$ cat config.mk
export PLATFORM = sky130hd
export DESIGN_NAME = mm4_argmax_reader_flat
export DESIGN_NICKNAME = d
export VERILOG_FILES = /design/src/rtl/mm4_argmax_reader_if.sv /design/src/rtl/mm4_argmax_reader.sv /design/src/flat_wrapper.sv
export SDC_FILE = /design/constraint.sdc
export NUM_CORES = 1
export LEC_CHECK = 0
export ABC_AREA = 1
export BUFFER_PORTS_ARGS = -buffer_cell sky130_fd_sc_hd__buf_2
export CAP_MARGIN = 20
export CORE_MARGIN = 2
export CORE_UTILIZATION = 44
export DETAILED_ROUTE_END_ITERATION = 8
export GPL_TIMING_DRIVEN = 1
export PLACE_DENSITY_LB_ADDON = 0.12
export SYNTH_ARGS = -nofsm -noshare
export SYNTH_HDL_FRONTEND = slang
export SYNTH_SLANG_ARGS = --single-unit
$ cat constraint.sdc
create_clock -name clk -period 2 [get_ports clk]
set_input_delay 0.2 -clock clk [delete_from_list [all_inputs] [get_ports clk]]
set_output_delay 0.2 -clock clk [all_outputs]
set_load 0.05 [all_outputs]
$ cat src/rtl/mm4_argmax_reader_if.sv
// mm4_argmax_reader_if
// Bundles the start/status/result signals and the score-memory read port of
// mm4_argmax_reader into one connection.
//   start        : scan request from the controller
//   read_addr    : address to the score memory read port (16 bits)
//   read_data    : combinational memory read data (DATA_WIDTH, signed)
//   busy, done   : scan in progress / one-cycle results-valid pulse
//   max_*        : index and value of the largest score
//   second_*     : runner-up index and value (zero unless runner-up tracking is built)
// Modports: slave = the argmax reader, master = controller plus memory side.
interface mm4_argmax_reader_if #(
  parameter int DATA_WIDTH = 32
);
  logic                  start;
  logic [15:0]           read_addr;
  logic [DATA_WIDTH-1:0] read_data;
  logic                  busy;
  logic                  done;
  logic [3:0]            max_index;
  logic [DATA_WIDTH-1:0] max_value;
  logic [3:0]            second_index;
  logic [DATA_WIDTH-1:0] second_value;

  modport slave (
    input  start, read_data,
    output read_addr, busy, done, max_index, max_value, second_index, second_value
  );

  modport master (
    output start, read_data,
    input  read_addr, busy, done, max_index, max_value, second_index, second_value
  );
endinterface

$ cat src/rtl/mm4_argmax_reader.sv
// mm4_argmax_reader
// Scans DEPTH signed scores from the layer-4 output memory, one word per
// cycle through its combinational read port, and reports the index/value of
// the largest score (lowest index wins ties), then pulses done.
// Ports:
//   clk    : rising-edge clock
//   rst_n  : asynchronous active-low reset
//   bus    : mm4_argmax_reader_if.slave (start, read_addr/read_data,
//            busy, done, max_index/max_value, second_index/second_value)
// Optional feature: define MM4_ARGMAX_SECOND_EN to build runner-up tracking;
// without it second_index/second_value are constant zero.
module mm4_argmax_reader #(
  parameter int DEPTH      = 10,
  parameter int BASE_ADDR  = 0,
  parameter int DATA_WIDTH = 32
) (
  input logic                 clk,
  input logic                 rst_n,
  mm4_argmax_reader_if.slave  bus
);

  typedef enum logic [1:0] {
    IDLE = 2'd0,
    SCAN = 2'd1,
    DONE = 2'd2
  } state_t;

  localparam logic [3:0]  LAST_IDX = 4'(DEPTH - 1);
  localparam logic [15:0] BASE16   = 16'(BASE_ADDR);

  state_t                       state_r;
  logic [3:0]                   idx_r;
  logic                         busy_r;
  logic                         done_r;
  logic [3:0]                   max_index_r;
  logic signed [DATA_WIDTH-1:0] max_value_r;
  logic signed [DATA_WIDTH-1:0] read_data_s;
  logic                         gt_max_s;
  logic [15:0]                  read_addr_s;

  assign read_data_s = $signed(bus.read_data);
  assign gt_max_s    = (read_data_s > max_value_r);

  // Memory address decodes only from registered state and counter.
  always_comb begin
    read_addr_s = BASE16;
    if (state_r == SCAN) begin
      read_addr_s = BASE16 + {12'd0, idx_r};
    end else begin
      read_addr_s = BASE16;
    end
  end

  assign bus.read_addr = read_addr_s;
  assign bus.busy      = busy_r;
  assign bus.done      = done_r;
  assign bus.max_index = max_index_r;
  assign bus.max_value = max_value_r;

  // Control FSM with registered status outputs and the max tracker.
  always_ff @(posedge clk or negedge rst_n) begin
    if (!rst_n) begin
      state_r     <= IDLE;
      idx_r       <= 4'd0;
      busy_r      <= 1'b0;
      done_r      <= 1'b0;
      max_index_r <= 4'd0;
      max_value_r <= '0;
    end else begin
      case (state_r)
        IDLE: begin
          done_r <= 1'b0;
          if (bus.start) begin
            state_r <= SCAN;
            idx_r   <= 4'd0;
            busy_r  <= 1'b1;
          end else begin
            busy_r  <= 1'b0;
          end
        end
        SCAN: begin
          // First sample seeds the max; later ones replace it only when
          // strictly larger, so the lowest index keeps a tie.
          if (idx_r == 4'd0) begin
            max_value_r <= read_data_s;
            max_index_r <= 4'd0;
          end else if (gt_max_s) begin
            max_value_r <= read_data_s;
            max_index_r <= idx_r;
          end
          if (idx_r == LAST_IDX) begin
            state_r <= DONE;
            idx_r   <= 4'd0;
            done_r  <= 1'b1;
          end else begin
            idx_r   <= idx_r + 4'd1;
          end
        end
        DONE: begin
          state_r <= IDLE;
          busy_r  <= 1'b0;
          done_r  <= 1'b0;
        end
        default: begin
          state_r <= IDLE;
          idx_r   <= 4'd0;
          busy_r  <= 1'b0;
          done_r  <= 1'b0;
        end
      endcase
    end
  end

`ifdef MM4_ARGMAX_SECOND_EN
  logic [3:0]                   second_index_r;
  logic signed [DATA_WIDTH-1:0] second_value_r;
  logic                         second_valid_r;

  // Runner-up tracker: a demoted max becomes the runner-up; otherwise a new
  // word takes the slot when it is empty or strictly beats the current one.
  always_ff @(posedge clk or negedge rst_n) begin
    if (!rst_n) begin
      second_index_r <= 4'd0;
      second_value_r <= '0;
      second_valid_r <= 1'b0;
    end else if (state_r == SCAN) begin
      if (idx_r == 4'd0) begin
        second_index_r <= 4'd0;
        second_value_r <= '0;
        second_valid_r <= 1'b0;
      end else if (gt_max_s) begin
        second_index_r <= max_index_r;
        second_value_r <= max_value_r;
        second_valid_r <= 1'b1;
      end else if (!second_valid_r || (read_data_s > second_value_r)) begin
        second_index_r <= idx_r;
        second_value_r <= read_data_s;
        second_valid_r <= 1'b1;
      end
    end
  end

  assign bus.second_index = second_index_r;
  assign bus.second_value = second_value_r;
`else
  assign bus.second_index = 4'd0;
  assign bus.second_value = '0;
`endif

endmodule

$ cat src/flat_wrapper.sv
// flat-port wrapper written by rule: the top's interface ports become plain ports
module mm4_argmax_reader_flat 
#(
  parameter int DEPTH      = 10,
  parameter int BASE_ADDR  = 0,
  parameter int DATA_WIDTH = 32
)
  (clk, rst_n, bus_start, bus_read_data, bus_read_addr, bus_busy, bus_done, bus_max_index, bus_max_value, bus_second_index, bus_second_value);
  mm4_argmax_reader_if #(.DATA_WIDTH(DATA_WIDTH)) bus_i ();
  input logic clk;
  input logic rst_n;
  input wire logic [$bits(bus_i.start)-1:0] bus_start;
  input wire logic [$bits(bus_i.read_data)-1:0] bus_read_data;
  output wire logic [$bits(bus_i.read_addr)-1:0] bus_read_addr;
  output wire logic [$bits(bus_i.busy)-1:0] bus_busy;
  output wire logic [$bits(bus_i.done)-1:0] bus_done;
  output wire logic [$bits(bus_i.max_index)-1:0] bus_max_index;
  output wire logic [$bits(bus_i.max_value)-1:0] bus_max_value;
  output wire logic [$bits(bus_i.second_index)-1:0] bus_second_index;
  output wire logic [$bits(bus_i.second_value)-1:0] bus_second_value;
  assign bus_i.start = bus_start;
  assign bus_i.read_data = bus_read_data;
  assign bus_read_addr = bus_i.read_addr;
  assign bus_busy = bus_i.busy;
  assign bus_done = bus_i.done;
  assign bus_max_index = bus_i.max_index;
  assign bus_max_value = bus_i.max_value;
  assign bus_second_index = bus_i.second_index;
  assign bus_second_value = bus_i.second_value;
  mm4_argmax_reader #(.DEPTH(DEPTH), .BASE_ADDR(BASE_ADDR), .DATA_WIDTH(DATA_WIDTH)) u_core (.clk(clk), .rst_n(rst_n), .bus(bus_i));
endmodule
==> reports/qor.txt, run 1 <==
CP Data Arrival Time - 2.27 ns
CTS H-Tree Depth - 2
latest clock arrival within the worst-skew pair - 0.30 ns
type of the worst setup path - reg -> reg
global router's overall resource usage - 17.4%
Final Hold Vio Count - 0
gate count of the mapped netlist - 399
largest driver fanout on the critical path - 8
first-pass GRT wire length - 10.6 mm
total standard cell area after synthesis - 3090 µm²
share of Yosys cell area claimed by the top area cell type - 35.7%
Die Footprint - 7700 µm²
boundary pin count - 125
violated checks - setup timing
worst setup path startpoint - u_core.bus.max_value[19]
drt initial violations - 85
max-slew violation count - 0
final cell count without fillers - 606
status - finished with violations
maximum clock path buffer count - 2
number of buffers added by the clock tree synthesis step - 5
count of max-cap constraint violations - 0
final worst path period need - 2.08 ns
worst-case headroom to the max-slew limit - 61.9%
top cell type by total area after synthesis - dfrtp_1
clock tree root buffer cell - clkbuf_8
share of cells above drive strength 1 - 42.0%
GPL Wtd Cong - 0.876
RSZ-0062 raised after global routing - true
core box area - 6790 µm²
Post-Route Utilization - 61.1%
number of synthesis warnings - 0
mean number of vias per cell - 4.48
minimum setup slack in the final design - -0.0805 ns
cell types occupying the most area after synthesis - dfrtp_1 36%, ha_1 14%, nand2_1 14%
final worst clock skew - 0.00939 ns
total global routing overflow - 0
Clk pin slew, worst setup/hold paths - 0.09 ns
number of remaining DRC errors - 0
count of unique library cells instantiated by Yosys - 20
number of iterations in the first detailed-routing pass - 4
WP data required - 2.19 ns
DR WL/cell - 12.0 µm
final antenna-violating net count - 0
overall routed net length - 7.26 mm
clock sink count - 44
fraction of the yosys area taken by sequential cells - 35.7%
most common cell after layout, fill and taps aside - nand2_1
Hold WC Path Type - in -> reg
Setup Slack @ Placement - -0.0268 ns
Critical Path Sink Type - flop
RR Startpoint - u_core.bus.max_value[19]
Die W - 87.7 µm
Worst Setup Start Kind - flop
Yosys reg bits - 44
initial antenna violation count - 1
vias after detailed routing - 2713
CTS tree - done
initial core utilization - 45.4%
count of input and output buffers - 76
post-layout net count - 579
timing-limited maximum frequency - 481 MHz
highest-count cells in the layout ignoring fill and taps - 89 x nand2_1, 76 x buf_2, 48 x conb_1
number of setup violations in the final report - 36
setup TNS - -1.64 ns
Std-Cell Rows - 30
portion of the clock cycle consumed by the worst path in the final layout - 104%
critical hold path startpoint - bus_read_data[24]
number of global-route vias before repair - 2365
Layout Area Growth over Synthesis - 34.6%
synthesized area divided by synthesized cell count - 7.73 µm²
transition at the pin with the smallest max-transition slack - 0.571 ns
floorplan die height - 87.7 µm
number of antenna repair diodes - 0
maximum number of pins on one net before global-route repair - 39
HPWL after detailed placement - 5.15 mm
DP Cell Count - 586
## state kept, by name, indices dropped and copies added (netlist names)
signal	cells
u_core.bus.max_value	32
u_core.bus.max_index	4
u_core.idx_r	4
u_core.state_r	2
u_core.bus.busy	1
u_core.bus.done	1
## cells in the mapped netlist (all sizes together)
cell type  instances
nor3b              1
nor2              18
dfrtp             44
conb               1
nand4              2
a21oi             19
o21a               2
inv               51
nand2            117
clkbuf             4
buf               54
ha                35
o21ai              6
a21o               2
nand3             43
## worst paths after layout
check                                                end  slack [ns]  cells past startpoint
worst max-delay path             u_core.bus.max_value[0]       -0.08                     14
worst min-delay path            u_core.bus.max_value[24]        0.14                      3
worst max register to register   u_core.bus.max_value[0]       -0.08                     14
worst min register to register           u_core.bus.busy        0.48                      2
max in group asynchronous        u_core.bus.max_value[4]        1.04                      3
min in group asynchronous        u_core.bus.max_value[6]        0.42                      2
## cell families (layout without fill, tap and decap cells)
logic type / Yosys count / after routing / synth area share [%]
AND/OR/NAND/NOR: 181 / 181 / 24.9
flip-flops: 44 / 44 / 35.7
other: 1 / 48 / 0.122
adder cells (fa/ha/maj): 35 / 35 / 14.2
buffers and inverters: 109 / 173 / 20.0
AO/OA/AOI/OAI: 29 / 29 / 5.03
## through the flow
stage	hold WS [ns]	instance area (µm²)
floorplan	-0.0956	3320
finish	0.141	4150
global placement	0.219	3640
global route	0.133	4150
detailed placement	0.222	3640
CTS	0.130	3790
## final cells by class
class,instances,area (µm²)
Sequential cell,44,1140
Fill cell,586,2640
Clock inverter,3,47.5
Timing Repair Buffer,114,771
Clock buffer,5,68.8
Multi-Input combinational cell,293,1820
Tap cell,96,120
Inverter,51,191
## layer usage
layer	share of wire (%)	GRT usage, %	wire (µm)	up-vias
met5	0	0	0	-
met4	0.73	4.76	53	0
met3	5.6	4.71	403	4
met2	48	27.8	3480	74
met1	46	23.5	3320	1260
li1	-	-	-	1375
## timing repair
| action | 4_1_cts | 5_1_grt |
|---|---|---|
| hold buffers | 1 | 0 |
| endpoints found under the setup margin | 36 | 36 |
| gates resized for setup | 1 | 59 |
| buffers inserted | 2 | 6 |
| hold endpoints to repair | 21 | 0 |
| pin swaps | 4 | 24 |
| cloned | 0 | 3 |
## worst max-delay path: stages (launching register included)
cell,delay (ns)
dfrtp_2,0.41
inv_2,0.06
ha_4,0.19
a21o_1,0.19
o21ai_2,0.13
nand2_1,0.08
a21oi_2,0.15
nand2_1,0.07
nand2_1,0.07
nand3_2,0.09
nand2_4,0.13
nand2_8,0.09
clkbuf_16,0.19
nand2_1,0.05
nand2_1,0.05
Power of run 1 is left out: the tool's default activity adds up to more than one toggle a clock period on the data nets, which glitch-free logic cannot reach.
==> run 2, diff against run 1 <==
CORE_ASPECT_RATIO = 0.7   (was default)
==> reports/qor.txt, run 2 (synthesis gave the netlist of run 1 again) <==
maximum clock path buffer count - 2 (unchanged)
core box area - 6760 µm² (-0.55%)
worst-case headroom to the max-slew limit - 65.0% (+3.1 points)
initial core utilization - 45.7% (+0.25 points)
clock sink count - 44 (unchanged)
transition at the pin with the smallest max-transition slack - 0.524 ns (-0.0470 ns)
count of max-cap constraint violations - 0 (unchanged)
final antenna-violating net count - 0 (unchanged)
share of cells above drive strength 1 - 46.9% (+4.9 points)
count of input and output buffers - 76 (unchanged)
HPWL after detailed placement - 5.26 mm (+2.2%)
largest driver fanout on the critical path - 6 (-2)
critical hold path startpoint - bus_read_data[10]
latest clock arrival within the worst-skew pair - 0.31 ns (about the same)
CTS H-Tree Depth - 2 (unchanged)
Worst Setup Start Kind - flop
Hold WC Path Type - in -> reg
final worst path period need - 2.12 ns (+0.0371 ns)
number of setup violations in the final report - 36 (unchanged)
number of iterations in the first detailed-routing pass - 4 (unchanged)
post-layout net count - 581 (+0.35%)
maximum number of pins on one net before global-route repair - 25 (-36%)
vias after detailed routing - 2721 (+0.29%)
RR Startpoint - u_core.bus.max_value[21]
Die W - 104 µm (+19%)
portion of the clock cycle consumed by the worst path in the final layout - 106% (+1.9 points)
type of the worst setup path - reg -> reg
overall routed net length - 7.77 mm (+7.0%)
Std-Cell Rows - 25 (-17%)
highest-count cells in the layout ignoring fill and taps - 76 x buf_2, 73 x nand2_1, 48 x conb_1
number of antenna repair diodes - 0 (unchanged)
timing-limited maximum frequency - 472 MHz (-1.8%)
violated checks - setup timing
status - finished with violations
Die Footprint - 7710 µm² (+0.14%)
clock tree root buffer cell - clkbuf_8
mean number of vias per cell - 4.49 (+0.29%)
finished layout cell area - 4230 µm² (+1.9%)
final cell count without fillers - 606 (unchanged)
flip-flop count of the largest register, all copies and words added - 32 (unchanged)
number of buffers added by the clock tree synthesis step - 5 (unchanged)
CTS tree - done
max-slew violation count - 0 (unchanged)
global router's overall resource usage - 18.1% (+0.65 points)
DP Cell Count - 583 (-0.51%)
RSZ-0062 raised after global routing - true
boundary pin count - 125 (unchanged)
Setup Slack @ Placement - -0.0487 ns (-0.0218 ns)
number of global-route vias before repair - 2372 (+0.30%)
final worst clock skew - 0.00878 ns (-0.000618 ns)
DR WL/cell - 12.8 µm (+7.0%)
minimum setup slack in the final design - -0.118 ns (-0.0371 ns)
GPL Wtd Cong - 0.802 (-8.4%)
most common cell after layout, fill and taps aside - buf_2
drt initial violations - 97 (+14%)
worst setup path startpoint - u_core.bus.max_value[21]
Final Hold Vio Count - 0 (unchanged)
WP data required - 2.20 ns (about the same)
Clk pin slew, worst setup/hold paths - 0.09 ns (about the same)
number of remaining DRC errors - 0 (unchanged)
Critical Path Sink Type - flop
Layout Area Growth over Synthesis - 37.1%
CP Data Arrival Time - 2.32 ns (+0.05 ns)
placed standard-cell area - 3620 µm² (-0.62%)
setup TNS - -3.42 ns (-1.78 ns)
total global routing overflow - 0 (unchanged)
floorplan die height - 74.1 µm (-16%)
initial antenna violation count - 0 (-1)
first-pass GRT wire length - 11.1 mm (+4.3%)
run 2: cell count changes in the layout (fill, tap and decap cells not counted), moves of 2 or more:
cell	before	now
nand2_2	21	38
nand2_1	89	73
ha_1	26	20
ha_4	9	14
inv_1	43	39
inv_2	8	12
o21ai_1	0	3
buf_6	0	2
clkinvlp_4	0	2
o21ai_0	5	3
run 2: worst paths after layout:
| check | depth (start not counted) | slack [ns] | endpoint |
|---|---|---|---|
| setup / recovery | 14 | -0.12 | u_core.bus.max_value[23] |
| hold / removal | 3 | 0.14 | u_core.bus.max_value[10] |
| setup reg to reg | 14 | -0.12 | u_core.bus.max_value[23] |
| hold reg to reg | 2 | 0.48 | u_core.bus.busy |
| max in group asynchronous | 3 | 1.08 | u_core.bus.max_value[24] |
| min in group asynchronous | 2 | 0.39 | u_core.bus.max_value[8] |
run 2: final cells by class:
| cell class | instances | area [µm²] |
|---|---|---|
| clock buffers | 5 | 68.8 |
| clock inverters | 3 | 23.8 |
| fillers | 597 | 2520 |
| inverters | 51 | 191 |
| multi-input cells | 293 | 1910 |
| flip-flops and latches | 44 | 1140 |
| well taps | 94 | 118 |
| repair buffers | 116 | 781 |
run 2: worst max-delay path, cell delays in order, from the launching register on:
cell	delay (ns)
dfrtp_2	0.42
inv_1	0.10
ha_4	0.22
a21oi_2	0.14
o21a_1	0.12
nand2_1	0.07
a21oi_2	0.17
nand2_1	0.08
nand2_1	0.07
nand3_2	0.09
nand2_4	0.13
nand2_8	0.11
clkbuf_16	0.20
nand2_2	0.05
nand2_1	0.04
run 2: through the flow:
stage | hold slack, ns | utilization, %
final | 0.139 | 62.6
after global routing | 0.146 | 62.6
after CTS | 0.126 | 55.8
after detailed placement | 0.208 | 53.6
after global placement | 0.208 | 53.6
after floorplan | -0.0956 | -
run 2: per-layer routing:
layer,wire length [µm],track usage (%),vias up
met1,3700,26.2,1258
met3,403,4.12,7
met4,81,5.11,0
li1,-,-,1380
met2,3590,27.5,76
met5,0,0,-
run 2: repair_timing:
action	in CTS	in global routing
endpoints found under the hold margin	20	0
pin swaps	1	27
hold buffers	1	0
resized for setup	5	81
setup endpoints to repair	36	36
gates cloned	0	4
buffers inserted	3	7
Power of run 2 is left out for the same reason.
